<file path="src/rtl/jtag_scan_master_pkg.sv">
// Shared types and sequence lengths for the JTAG scan master.
// No logic; states and TCK-cycle counts of each scan phase.
package jtag_scan_master_pkg;

    typedef enum logic [3:0] {
        TLR_SEQ,
        IDLE,
        SEL_DR,
        SEL_IR,
        CAPTURE,
        SHIFT,
        EXIT1,
        UPDATE,
        RSP
    } state_t;

    localparam int TLR_CYCLES = 5;
    localparam int DR_PRE     = 3;
    localparam int IR_PRE     = 4;
    localparam int POST       = 2;

endpackage

</file>
<file path="src/rtl/jtag_tck_gen.sv">
// jtag_tck_gen: TCK divider, CLK_DIV clk_i cycles per half-period, parked low when en=0.
// Latency: rise_stb/fall_stb flag the clk_i edge that will toggle tck.
// Backpressure: none; dropping en stops TCK and restarts the half-period.
module jtag_tck_gen #(
    parameter int CLK_DIV = 2
) (
    input  logic clk_i,
    input  logic rst_ni,
    input  logic en,
    output logic tck,
    output logic rise_stb,
    output logic fall_stb
);

    localparam int DW = (CLK_DIV > 1) ? $clog2(CLK_DIV) : 1;

    logic [DW-1:0] cnt;
    logic          toggle;

    assign toggle   = en && (cnt == DW'(CLK_DIV - 1));
    assign rise_stb = toggle && !tck;
    assign fall_stb = toggle && tck;

    always_ff @(posedge clk_i or negedge rst_ni) begin
        if (!rst_ni) begin
            cnt <= '0;
            tck <= 1'b0;
        end else if (!en) begin
            cnt <= '0;
            tck <= 1'b0;
        end else if (toggle) begin
            cnt <= '0;
            tck <= ~tck;
        end else begin
            cnt <= cnt + DW'(1);
        end
    end

endmodule

</file>
<file path="src/rtl/jtag_scan_master.sv">
// jtag_scan_master: IR/DR scan initiator on TCK/TMS/TDI/TDO; JTAG_SCAN_MASTER_TRST_EN adds trst_no/cmd_trst_i.
// Latency: (len+5)*2*CLK_DIV+1 clk_i for DR, (len+6)*2*CLK_DIV+1 for IR, 1 for len=0.
// Backpressure: one command in flight; cmd_ready_o stays low until rsp_valid_o is accepted.
module jtag_scan_master
    import jtag_scan_master_pkg::*;
#(
    parameter int CLK_DIV = 2,
    parameter int MAX_LEN = 32
) (
    input  logic                         clk_i,
    input  logic                         rst_ni,
    input  logic                         cmd_valid_i,
    output logic                         cmd_ready_o,
    input  logic                         cmd_ir_i,
    input  logic [$clog2(MAX_LEN+1)-1:0] cmd_len_i,
    input  logic [MAX_LEN-1:0]           cmd_tdi_i,
    output logic                         rsp_valid_o,
    input  logic                         rsp_ready_i,
    output logic [MAX_LEN-1:0]           rsp_tdo_o,
    output logic                         tck_o,
    output logic                         tms_o,
    output logic                         tdi_o,
`ifdef JTAG_SCAN_MASTER_TRST_EN
    input  logic                         cmd_trst_i,
    output logic                         trst_no,
`endif
    input  logic                         tdo_i
);

    localparam int LW = $clog2(MAX_LEN + 1);
    localparam int IW = $clog2(MAX_LEN);
    localparam int CW = (LW > 3) ? LW : 3;

    state_t               state, state_nxt;
    logic [CW-1:0]        cnt;
    logic [IW-1:0]        bit_idx;
    logic [LW-1:0]        len_q, len_sat;
    logic                 ir_q;
    logic [MAX_LEN-1:0]   tdi_q, tdo_q;
    logic                 rsp_vld_q;
    logic                 tck_en, rise_stb, fall_stb;
    logic                 accept, rsp_done, cnt_last;
    logic                 cmd_trst, trst_cmd;

    jtag_tck_gen #(.CLK_DIV(CLK_DIV)) u_tck_gen (
        .clk_i    (clk_i),
        .rst_ni   (rst_ni),
        .en       (tck_en),
        .tck      (tck_o),
        .rise_stb (rise_stb),
        .fall_stb (fall_stb)
    );

    assign accept   = cmd_valid_i && (state == IDLE);
    assign rsp_done = rsp_vld_q && rsp_ready_i;
    assign len_sat  = (cmd_len_i > LW'(MAX_LEN)) ? LW'(MAX_LEN) : cmd_len_i;
    assign bit_idx  = cnt[IW-1:0];

    // Last TCK cycle of a multi-cycle phase; the second CAPTURE cycle is the capture edge.
    always_comb begin
        cnt_last = 1'b0;
        case (state)
            TLR_SEQ: cnt_last = (cnt == CW'(TLR_CYCLES));
            CAPTURE: cnt_last = (cnt == CW'(DR_PRE - 2));
            SHIFT:   cnt_last = (cnt == CW'(len_q - LW'(1)));
            default: cnt_last = 1'b0;
        endcase
    end

    always_ff @(posedge clk_i or negedge rst_ni) begin
        if (!rst_ni) state <= TLR_SEQ;
        else         state <= state_nxt;
    end

    always_comb begin
        state_nxt = state;
        case (state)
            TLR_SEQ: if (fall_stb && cnt_last) state_nxt = trst_cmd ? RSP : IDLE;
            IDLE: if (cmd_valid_i) begin
                if (cmd_trst)            state_nxt = TLR_SEQ;
                else if (len_sat == '0)  state_nxt = RSP;
                else                     state_nxt = SEL_DR;
            end
            SEL_DR:  if (fall_stb) state_nxt = ir_q ? SEL_IR : CAPTURE;
            SEL_IR:  if (fall_stb) state_nxt = CAPTURE;
            CAPTURE: if (fall_stb && cnt_last) state_nxt = SHIFT;
            SHIFT:   if (fall_stb && cnt_last) state_nxt = EXIT1;
            EXIT1:   if (fall_stb) state_nxt = UPDATE;
            UPDATE:  if (fall_stb) state_nxt = RSP;
            RSP:     if (rsp_done) state_nxt = IDLE;
            default: state_nxt = TLR_SEQ;
        endcase
    end

    always_comb begin
        tms_o       = 1'b0;
        tdi_o       = 1'b0;
        cmd_ready_o = (state == IDLE);
        tck_en      = !(state inside {IDLE, RSP});
        case (state)
            TLR_SEQ:               tms_o = (cnt < CW'(TLR_CYCLES));
            SEL_DR, SEL_IR, EXIT1: tms_o = 1'b1;
            SHIFT: begin
                tms_o = cnt_last;
                tdi_o = tdi_q[bit_idx];
            end
            default: ;
        endcase
    end

    always_ff @(posedge clk_i or negedge rst_ni) begin
        if (!rst_ni) begin
            cnt   <= '0;
            len_q <= '0;
            ir_q  <= 1'b0;
            tdi_q <= '0;
            tdo_q <= '0;
        end else begin
            if (accept) begin
                cnt   <= '0;
                len_q <= len_sat;
                ir_q  <= cmd_ir_i;
                tdi_q <= cmd_tdi_i;
                tdo_q <= '0;
            end else if (fall_stb) begin
                cnt <= (state_nxt != state) ? '0 : cnt + CW'(1);
            end
            if (rise_stb && state == SHIFT) tdo_q[bit_idx] <= tdo_i;
        end
    end

    always_ff @(posedge clk_i or negedge rst_ni) begin
        if (!rst_ni)                        rsp_vld_q <= 1'b0;
        else if (state == RSP && !rsp_vld_q) rsp_vld_q <= 1'b1;
        else if (rsp_done)                  rsp_vld_q <= 1'b0;
    end

    assign rsp_valid_o = rsp_vld_q;
    assign rsp_tdo_o   = tdo_q;

`ifdef JTAG_SCAN_MASTER_TRST_EN
    logic trst_q;

    // TRST stays low through the whole TMS reset walk and lifts on its final falling edge.
    always_ff @(posedge clk_i or negedge rst_ni) begin
        if (!rst_ni) begin
            trst_cmd <= 1'b0;
            trst_q   <= 1'b0;
        end else if (accept) begin
            trst_cmd <= cmd_trst_i;
            if (cmd_trst_i) trst_q <= 1'b0;
        end else if (state == TLR_SEQ && fall_stb && cnt_last) begin
            trst_q <= 1'b1;
        end
    end

    assign cmd_trst = cmd_trst_i;
    assign trst_no  = trst_q;
`else
    assign cmd_trst = 1'b0;
    assign trst_cmd = 1'b0;
`endif

endmodule
</file>
<file path="config.mk">
export PLATFORM = sky130hd
export DESIGN_NAME = jtag_scan_master
export DESIGN_NICKNAME = d
export VERILOG_FILES = /design/src/rtl/jtag_scan_master_pkg.sv /design/src/rtl/jtag_tck_gen.sv /design/src/rtl/jtag_scan_master.sv
export SDC_FILE = /design/constraint.sdc
export NUM_CORES = 1
export LEC_CHECK = 0
export ABC_AREA = 1
export CORE_MARGIN = 1.5
export CORE_UTILIZATION = 47
export DETAILED_ROUTE_END_ITERATION = 16
export PLACE_DENSITY = 0.73
export SLEW_MARGIN = 0
export SYNTH_ARGS = -nofsm -noshare
export SYNTH_HDL_FRONTEND = slang
export SYNTH_SLANG_ARGS = --single-unit
</file>
<file path="constraint.sdc">
create_clock -name clk_i -period 4.5 [get_ports clk_i]
set_clock_uncertainty 0.15 [all_clocks]
set_input_delay 0.45 -clock clk_i [delete_from_list [all_inputs] [get_ports clk_i]]
set_output_delay 0.45 -clock clk_i [all_outputs]
set_load 0.02 [all_outputs]
</file>
* Word-level counts from Yosys, hierarchy flattened *
Cells that the tools add are included.

operators by class
  shift-type cells = 0
  bitwise gates (word level) = 1
  multiplexer cells = 32
  multiply operators = 0
  reductions and logical operators = 19
  $add $sub $neg = 3
  equal/unequal tests = 12
  $lt $le $gt $ge = 4
  divide/modulo/power cells = 0

operator list
  kind                   number
  $mux W32               2
  $mux W4                10
  $pmux W4 S9            1
  $bwmux W32             1
  $mux W6                4
  $eq A4 B3 Y1 const B   4
  $logic_and A1 B1 Y1    9
  $mux W1                9
  $eq A4 B2 Y1 const B   2
  $reduce_bool A2 Y1     4
  $add A6 B1 Y6 const B  1
  $eq A6 B1 Y1 const B   1
  $eq A6 B3 Y1 const B   1
  $eq A6 B6 Y1           1
  $gt A6 B6 Y1 const B   1
  $logic_not A6 Y1       1
  $lt A5 B6 Y1 const B   1
  $lt A6 B3 Y1 const B   1
  $pmux W1 S3            2
  $sub A6 B1 Y6 const B  1
  $bmux W1 S5            1
  $demux W1 S5           1
  $ge A5 B1 Y1 const B   1
  $eq A4 B1 Y1 const B   1
  8 further kinds        10

storage, ports and cells
  register bits after elaboration = 84
  output and inout port bits = 37
  bits in writable memories = 0
  memory bits (read-only) = 0
  memories kept = 0
  bits in latches = 0
  input bits = 44

* Logic depth before layout (Yosys ltp) *
  depth after elaboration = 12
  gate-level depth with buffers = 19
  gate-level depth less buffers = 19

* By module *
From an unflattened synthesis, not the netlist that was laid out.

second synthesis, totals
  cell total of the unflattened synthesis = 570
  area total of the unflattened synthesis = 4335.4 um^2

by module, submodules not included
  module            sequential area each (um^2)  cells each  area each (um^2)  times used
  jtag_scan_master  2052.0                       558         4245.3            1
  jtag_tck_gen      50.0                         12          90.1              1

* Worst setup path after synthesis *
Ideal clock, no wire load.

  path kind = register to output
  from = register cnt[0]
  to = output tdi_o
  required time = 3.900 ns
  path buffers = 1
  setup slack = 2.294 ns
  stages on the path, launching flop included = 9
  arrival time = 1.606 ns
  cell sequence = dfrtp_1 > clkinv_1 > clkbuf_1 > nor2_1 > o22ai_1 > nand2_1 > nand4_1 > a221oi_1 > a31oi_1

between the ends
  word-level cells in the longest chain between the ends = 3

RTL lines
  item                           line                     RTL
  from (decl)                    jtag_scan_master.sv:35   logic [CW-1:0] cnt;
  from (signal assigned)         jtag_scan_master.sv:126  cnt <= (state_nxt != state) ? '0 : cnt + CW'(1);
  $bmux W1 S5                    jtag_scan_master.sv:105  tdi_o = tdi_q[bit_idx];
  $mux W1 (implied by the code)  jtag_scan_master.sv:105
  $mux W1                        jtag_scan_master.sv:100  case (state)
  to (decl)                      jtag_scan_master.sv:22   output logic tdi_o,

Every way passes these cells. The select of a mux whose other input is x is not followed.

* Worst setup path after layout *
Same ends and word-level chain as after synthesis.

==> flow_metrics.tcl <==
set metrics [dict create \
    syn-num-nets 623 \
    layout-drive-gt1-share_pct 8.18 \
    area.growth.synth_to_final_pct 23.5 \
    cp_num_buf_inv 2 \
    avgSynthCellArea_sq_um 7.67 \
    port_buffers 80 \
    fin_crit_sh_pct 86.8 \
    grt_pass1_vias 3844 \
    ys_ff_latch 84 \
    cp_num_cells 8 \
    crit_path_top_delay_cell "dfrtp_1" \
    cts_tree "yes" \
    reg2reg_from "cnt[0]" \
    via_per_inst 5.31 \
    grt_util_all_layers_pct 22.9 \
    postCtsSetupRepairBufs 0 \
    drv_cap 0 \
    critPathLaunch "cnt[0]" \
    drt-met1-wl_mm 4.94 \
    rr_worst_depth 15 \
    synth_top_area_share_pct 47.8 \
    async_reset_ff_share_pct 100 \
    num_vias 4032 \
    cp-start-kind "flip-flop" \
    hold_class "in -> async" \
    synth_flop_cell "dfrtp_1" \
    netlist_top_cells_area "dfrtp_1 48%, nand2_1 17%, o21ai_0 5.7%, nand3_1 5.5%, nor2_1 4.2%" \
    maxUsedRoutingLayer "met4" \
    setup.worst_path.end "tdi_o" \
    cp.required_ns 3.90 \
    first_iter_violations 247 \
    cpPeakStageDelay_ns 0.80 \
    reg2reg_slack_ns 1.66 \
    grt_pass1_wl_mm 18.0 \
    clock-root-buffer "clkbuf_8" \
    syn-cell-area_sq_mm 0.00440 \
    power_density_mw_per_mm2 560 \
    post-route-min-period_ns 3.91 \
    cts.repair.resized 0 \
    critPathCaptureType "output pin" \
    nFillCells 847 \
    synth_edf_count 0 \
    cts_made_buffers 9 \
    place_congestion 0.885 \
    irDropWorstVdd_v 0.000219 \
    synth_most_common_cell "nand2_1" \
    wl_per_cell_um 14.4 \
    wl_met2_mm 5.18 \
    antenna_found_initial 0 \
    path_delay_family "buffers and inverters" \
    die_area_sq_mm 0.00995 \
    yosys.area.top_type "dfrtp_1" \
    p_leak_nw 2.53 \
    hold_viol_final 0 \
    h-tree-depth 3 \
    drt_wl_total_mm 10.9 \
    crit_type "reg -> out" \
    status "finished clean" \
    nets 692 \
    io_pins 81 \
    synth_cells 574 \
    numClockSinks 84 \
    ant_nets 0 \
    total_power_mw 3.04 \
    finalMaxSlewViolations 0 \
    rsz0062_at_grt "false" \
    r2r-end "cnt[3]" \
    die_y_um 99.8 \
    drc 0 \
    clock_latency_ns 0.36 \
    grt_max_degree 85 \
    synth.distinct_cells 40 \
    critPathMaxFanout 24 \
    dr.pass1.iters 5 \
    setup_viol 0 \
    crit_chain "clkinv_1 -> o21ai_0 -> o22ai_1 -> nand2_1 -> nand4_1 -> a221oi_1 -> a31oi_1 -> clkdlybuf4s50_1" \
    final.setup.tns_ns 0 \
    max_freq_mhz 256 \
    holdBufCountCts 0 \
    ys_seq_area_share_pct 47.8 \
    rows 35 \
    max_slew_margin_pct 31.8 \
    arrival_ns 3.31 \
    place_hpwl_mm 7.83 \
    die_width_um 99.8 \
    worst_pin_slew_ns 1.02 \
    met3_length_um 559 \
    gr-total-overflow 0 \
    antenna_cells 0 \
    core_area_sq_mm 0.00915 \
    initial_utilization_pct 48.1 \
    clk_pin_slew_ns 0.10 \
    ys_top_cells_by_count "196 x nand2_1, 84 x dfrtp_1, 50 x o21ai_0" \
    ys_warn_count 0 \
    clk_path_buf_depth 2 \
]
## cell type report
class | count | area, sq um | area share, %
flip-flops and latches | 84 | 2100 | 38.7
multi-input cells | 422 | 2010 | 37.0
repair buffers | 82 | 813 | 15.0
inverters | 44 | 165 | 3.04
well taps | 111 | 139 | 2.56
clock buffers | 9 | 124 | 2.28
clock inverters | 7 | 82.6 | 1.52
## layer usage
metal	vias up	track usage (%)
li1	2000	-
met1	1873	30.9
met2	136	37.1
met3	23	4.08
met4	0	8.23
met5	-	0
## kinds of logic after synthesis
group	Yosys count	share of synthesized area, %
flops	84	47.8
buf+inv	68	6.62
xor+xnor	3	0.597
fa+ha+maj	5	1.42
compound gates	80	9.84
simple gates	334	33.8
## flip-flops by register name (all words and copies together) (netlist names)
register and cells:
len_q 6, u_tck_gen.tck 1, cnt 6, rsp_tdo_o 32, ir_q 1, state 4
u_tck_gen.cnt 1, tdi_q 32, rsp_valid_o 1
## worst register-to-register path, delay by kind of cell, from the launching register on
family | cells | cell delay, ns
DFF | 1 | 0.80
and+or+nand+nor | 13 | 1.12
buffers and inverters | 2 | 0.66
## report_power, final
part / total (mW) / internal (mW) / switching, mW
Combinational: 1.22 / 0.484 / 0.732
Sequential: 1.26 / 1.01 / 0.243
Clock: 0.572 / 0.266 / 0.305
Total: 3.04 / 1.76 / 1.28
## metrics by stage
step / setup slack [ns] / hold WS, ns / util [%] / cell area (sq um) / cells
after floorplan: 2.29 / 0.00441 / - / 4400 / 574
after global placement: 1.19 / 0.316 / 57.1 / 5230 / 743
after detailed placement: 1.04 / 0.314 / 57.1 / 5230 / 743
after CTS: 0.627 / 0.153 / 59.4 / 5440 / 759
after global routing: 0.329 / 0.203 / 59.4 / 5440 / 759
final: 0.592 / 0.116 / 59.4 / 5440 / 759
## worst min path at each step
stage                          to
floorplan                  cnt[0]
global placement        tdi_q[13]
detailed placement      tdi_q[12]
CTS                 rsp_tdo_o[11]
global route         rsp_tdo_o[8]
finish               rsp_tdo_o[8]
## layout by cell type (no fill, tap or decap), types with 2 or more instances in the layout
cell	synthesis	routed
clkdlybuf4s50_1	0	79
o21ai_0	50	50
inv_2	10	10
nor2_2	4	5
nor2_4	3	3
inv_8	0	2
a21oi_1	4	4
nand2_1	196	196
nand2_2	4	4
xor2_1	2	2
o22ai_1	8	8
dfrtp_1	84	84
nand3_1	48	48
nand2_4	3	3
nand3_2	4	4
ha_1	5	5
inv_1	33	33
o21ai_1	11	11
nor3_1	9	9
buf_4	1	3
clkbuf_8	0	9
nand4_1	8	8
nor2_1	49	48
No activity file was read; power rests on OpenSTA's default activity.
